--- src/rtl/countdown_timer.sv ---
// countdown_timer: loadable down-counter with IDLE/RUN/EXPIRED control and terminal-count pulse.
//
// Ports:
//   clock      - sole clock, rising edge
//   reset      - asynchronous active-high reset
//   load       - load loadValue (has priority over enable in every state)
//   loadValue  - start value of the countdown
//   enable     - decrement qualifier, only honoured in RUN
//   count      - registered counter value
//   zero       - combinational, high when count == 0
//   done       - registered one-cycle pulse after the 1 -> terminal step
//   busy       - high while in RUN
//
// Build option: define COUNTDOWN_AUTO_RELOAD_EN to reload the start value at
// terminal count and stay in RUN (periodic done); the port list is unchanged.
module countdown_timer #(
    parameter int WIDTH = 4
) (
    input  logic             clock,
    input  logic             reset,
    input  logic             load,
    input  logic [WIDTH-1:0] loadValue,
    input  logic             enable,
    output logic [WIDTH-1:0] count,
    output logic             zero,
    output logic             done,
    output logic             busy
);
    typedef enum logic [1:0] {IDLE, RUN, EXPIRED} state_t;

    localparam logic [WIDTH-1:0] ONE = WIDTH'(1);

    state_t           state_q, state_d;
    logic [WIDTH-1:0] count_q, count_d;
    logic             done_q, done_d;
`ifdef COUNTDOWN_AUTO_RELOAD_EN
    logic [WIDTH-1:0] reload_q, reload_d;
`endif

    always_ff @(posedge clock or posedge reset) begin
        if (reset) begin
            state_q  <= IDLE;
            count_q  <= '0;
            done_q   <= 1'b0;
`ifdef COUNTDOWN_AUTO_RELOAD_EN
            reload_q <= '0;
`endif
        end else begin
            state_q  <= state_d;
            count_q  <= count_d;
            done_q   <= done_d;
`ifdef COUNTDOWN_AUTO_RELOAD_EN
            reload_q <= reload_d;
`endif
        end
    end

    always_comb begin
        state_d  = state_q;
        count_d  = count_q;
        done_d   = 1'b0;
`ifdef COUNTDOWN_AUTO_RELOAD_EN
        reload_d = reload_q;
`endif
        if (load) begin
            // A zero start value parks the timer in IDLE rather than running it.
            count_d  = loadValue;
            state_d  = (loadValue != '0) ? RUN : IDLE;
`ifdef COUNTDOWN_AUTO_RELOAD_EN
            reload_d = loadValue;
`endif
        end else if (state_q == RUN && enable) begin
            if (count_q == ONE) begin
                done_d  = 1'b1;
`ifdef COUNTDOWN_AUTO_RELOAD_EN
                count_d = reload_q;
`else
                count_d = '0;
                state_d = EXPIRED;
`endif
            end else if (count_q != '0) begin
                // The zero guard makes an all-ones wrap impossible.
                count_d = count_q - ONE;
            end
        end
    end

    always_comb begin
        count = count_q;
        zero  = (count_q == '0);
        done  = done_q;
        busy  = (state_q == RUN);
    end
endmodule

--- config.mk ---
export PLATFORM = sky130hd
export DESIGN_NAME = countdown_timer
export DESIGN_NICKNAME = d
export VERILOG_FILES = /design/src/rtl/countdown_timer.sv
export SDC_FILE = /design/constraint.sdc
export NUM_CORES = 1
export LEC_CHECK = 0
export ABC_CLOCK_PERIOD_IN_PS = 1600
export BUFFER_PORTS_ARGS = -buffer_cell sky130_fd_sc_hd__buf_2
export CAP_MARGIN = 15
export CORE_MARGIN = 3
export CORE_UTILIZATION = 27
export DETAILED_ROUTE_END_ITERATION = 16
export GPL_TIMING_DRIVEN = 0
export PLACE_DENSITY = 0.59
export RECOVER_POWER = 50
export SYNTH_ARGS = -nofsm -noshare
export SYNTH_HDL_FRONTEND = slang
export SYNTH_SLANG_ARGS = --single-unit
--- constraint.sdc ---
create_clock -name clock -period 1.6 [get_ports clock]
set_input_delay 0.32 -clock clock [delete_from_list [all_inputs] [get_ports clock]]
set_output_delay 0.32 -clock clock [all_outputs]
set_load 0.01 [all_outputs]
==> flow_summary.yaml <==
clock_network:
  clock_sinks: 7
  clkLatencyLatePin_ps: 250
  clk_pin_slew_ps: 50
  cts_made_buffers: 3
  tritoncts: "yes"
  h-tree-depth: 1
  root_buffer: "clkbuf_4"
  clock_path_buffers: 2
cells_and_area:
  layout_common_cells: "13 x buf_2, 7 x dfrtp_1, 5 x buf_4, 4 x clkbuf_1, 4 x nor2_1"
  postLayoutCoreUtil_pct: 43.20
  syn2layout_area_growth_pct: 40.41
  final_common_cell: "buf_2"
  nets: 81
  n_antenna_cell: 0
  multi_input_area_um2: 241.5
  regArea_um2: 175.2
  n_fill_cell: 148
  fin_area_um2: 604.3
  drive_gt1_share_pct: 41.43
floorplan:
  io_pins: 15
  fp.coreArea_um2: 1399
  rows: 13
  initial_utilization_pct: 30.77
  die_area_um2: 2109
  die_x_um: 45.93
  die_y_um: 45.93
setup_path:
  crit_fanout: 4
  startpoint_type: "flip-flop"
  r2r_cells: 3
  rrSetupSlack_ps: -20
  cp_slowest_cell: "or4b_4"
  slowest_delay_ps: 500
  crit_path_end: "count[0]$_DFFE_PP0P_"
  end_kind: "flip-flop"
  worstPathRequired_ps: 1730
  r2r_start: "count[0]$_DFFE_PP0P_"
  crit_chain: "ha_2, or4b_4, a311o_2"
  r2r-end: "count[0]$_DFFE_PP0P_"
  startpoint: "count[0]$_DFFE_PP0P_"
  worstPathArrival_ps: 1750
  path_class: "reg2reg"
sta:
  finalMaxSlewViolations: 0
  rsz0062_at_grt: "yes"
  slew_headroom_pct: 75.13
  min_period_ps: 1621
  setup_viol: 1
  fmax_ghz: 0.6167
  skew_ps: 5.800
  hold_viol_final: 0
  timing.hold.ws_ps: 298.8
  period_share_pct: 101.3
  worstMarginPinSlew_ps: 373.0
  setup_ws_ps: -21.40
yosys:
  synth-edff-count: 0
  ys_types: 24
  synth-async-reset-ratio_pct: 100.0
  synthFlopType: "dfrtp_1"
  seq_area_frac_synth_pct: 40.70
  ys_warn_count: 0
  synth-seq-cells: 7
  postSynthCellCount: 46
  synth_area_um2: 430.4
  syn_nets: 56
  syn_avg_cell_area_um2: 9.357
placed_design:
  placed_area_um2: 521.8
  gp_congestion: 0.7324
  numPortBuffers: 14
  dp_hpwl_um: 723
  pre_cts_slack_ps: -106.1
global_routing:
  grt_pass1_vias: 366
  grt_max_degree: 11
  grt_antenna_before_repair: 0
  grt_pass1_wl_um: 1614
  grtUsageTotal_pct: 11.03
  overflow: 0
drt:
  remaining_drc_errors: 0
  drt_wl_total_um: 1057
  vias: 408
  drtPass1Iterations: 3
  drt_iter0_markers: 6
  wl_per_cell_um: 12.44
  final_antenna_net_count: 0
  viasPerCell: 4.800
power_and_ir_drop:
  seq_power_share_pct: 39.2
  p_int_w: 0.0003774
  p_leak_nw: 0.2969
  peakVddDrop_mv: 0.5956
  swShare_pct: 29.92
  p_comb_share_pct: 31.7
  p_per_area_nw_per_um2: 891.0
  p_switching_w: 0.0001611
  clockPowerShare_pct: 29.1
status:
  status: "finished with violations"
  violations: "setup timing"
worst_hold_path:
  hold_class: "in2reg"
job:
  drv_cap: 0
## synthesized netlist by cell type, types with 2 or more instances
| master | number | share of area, % |
|---|---|---|
| buf_2 | 2 | 2.3 |
| nor2_1 | 4 | 3.5 |
| nand2_1 | 2 | 1.7 |
| ha_1 | 2 | 5.8 |
| nand3_1 | 2 | 2.3 |
| and2_1 | 2 | 2.9 |
| a21oi_1 | 3 | 3.5 |
| a211o_1 | 2 | 4.1 |
| nor2b_1 | 2 | 2.9 |
| dfrtp_1 | 7 | 41 |
| inv_1 | 5 | 4.4 |
## through the flow
stage | setup TNS [ps] | std cells | total power, W
3_3_place_gp | -171.8 | 75 | 0.0003457
6_report | -21.40 | 85 | 0.0005385
3_5_place_dp | -164.0 | 75 | 0.0003453
5_1_grt | -66.55 | 85 | 0.0005827
2_1_floorplan | -79.73 | 46 | 0.0003000
4_1_cts | -13.67 | 84 | 0.0005420
## repair_timing
item | in CTS | in global routing
setup endpoints to repair | 2 | 2
buffers inserted | 4 | 1
gates cloned | 0 | 0
hold endpoints to repair | 7 | 0
hold buffers | 1 | 0
resized for setup | 4 | 0
pin swaps | 1 | 1
## sequential cells by signal, summed over array words and instances, names as in the netlist
signal	cells
done	1
state_q	2
count	4
## power groups by stage
stage                     combinational, W  sequential, W  clock, W
after floorplan                  0.0000820       0.000218         0
after global placement            0.000130       0.000216         0
after detailed placement          0.000130       0.000215         0
after CTS                         0.000164       0.000210  0.000168
after global routing              0.000191       0.000213  0.000179
final                             0.000170       0.000211  0.000157
## cell families after synthesis
kind of cell	Yosys count	synth area share, %
AOI/OAI and AO/OA	9	16.86
DFF	7	40.70
and+or+nand+nor	21	29.94
buffers and inverters	7	6.687
adders and majority gates	2	5.813
## metal layers
metal / vias up / track usage (%) / routed length, µm / part of all wire [%]
li1: 214 / - / - / -
met1: 184 / 14.42 / 559 / 53
met2: 10 / 15.38 / 423 / 40
met3: 0 / 7.115 / 74 / 7.0
met4: 0 / 1.705 / 0 / 0
met5: - / 0 / 0 / 0
## critical path: cells and delay by family (launching register included)
family / cells / cell delay (ps)
AOI/OAI and AO/OA: 1 / 370
adders and majority gates: 1 / 210
DFF: 1 / 420
and+or+nand+nor: 1 / 500
## final cells by class
type                            count  area share [%]
Sequential cell                     7           28.99
Multi-Input combinational cell     32           39.96
Inverter                            5           3.106
Timing Repair Buffer               20           19.05
Tap cell                           15           3.106
Buffer                              2           1.449
Clock buffer                        4           4.348
## worst min-delay path by stage
stage | start | end | slack (ps) | cells after the start
after CTS | loadValue[1] | count[1]$_DFFE_PP0P_ | 290 | 3
after global routing | loadValue[1] | count[1]$_DFFE_PP0P_ | 300 | 3
after global placement | reset | state_q[0]$_DFFE_PP0P_ | 260 | 2
after detailed placement | reset | state_q[0]$_DFFE_PP0P_ | 270 | 2
after floorplan | reset | count[0]$_DFFE_PP0P_ | 120 | 1
final | loadValue[1] | count[1]$_DFFE_PP0P_ | 300 | 3
Power figures use the tool's default switching activity.
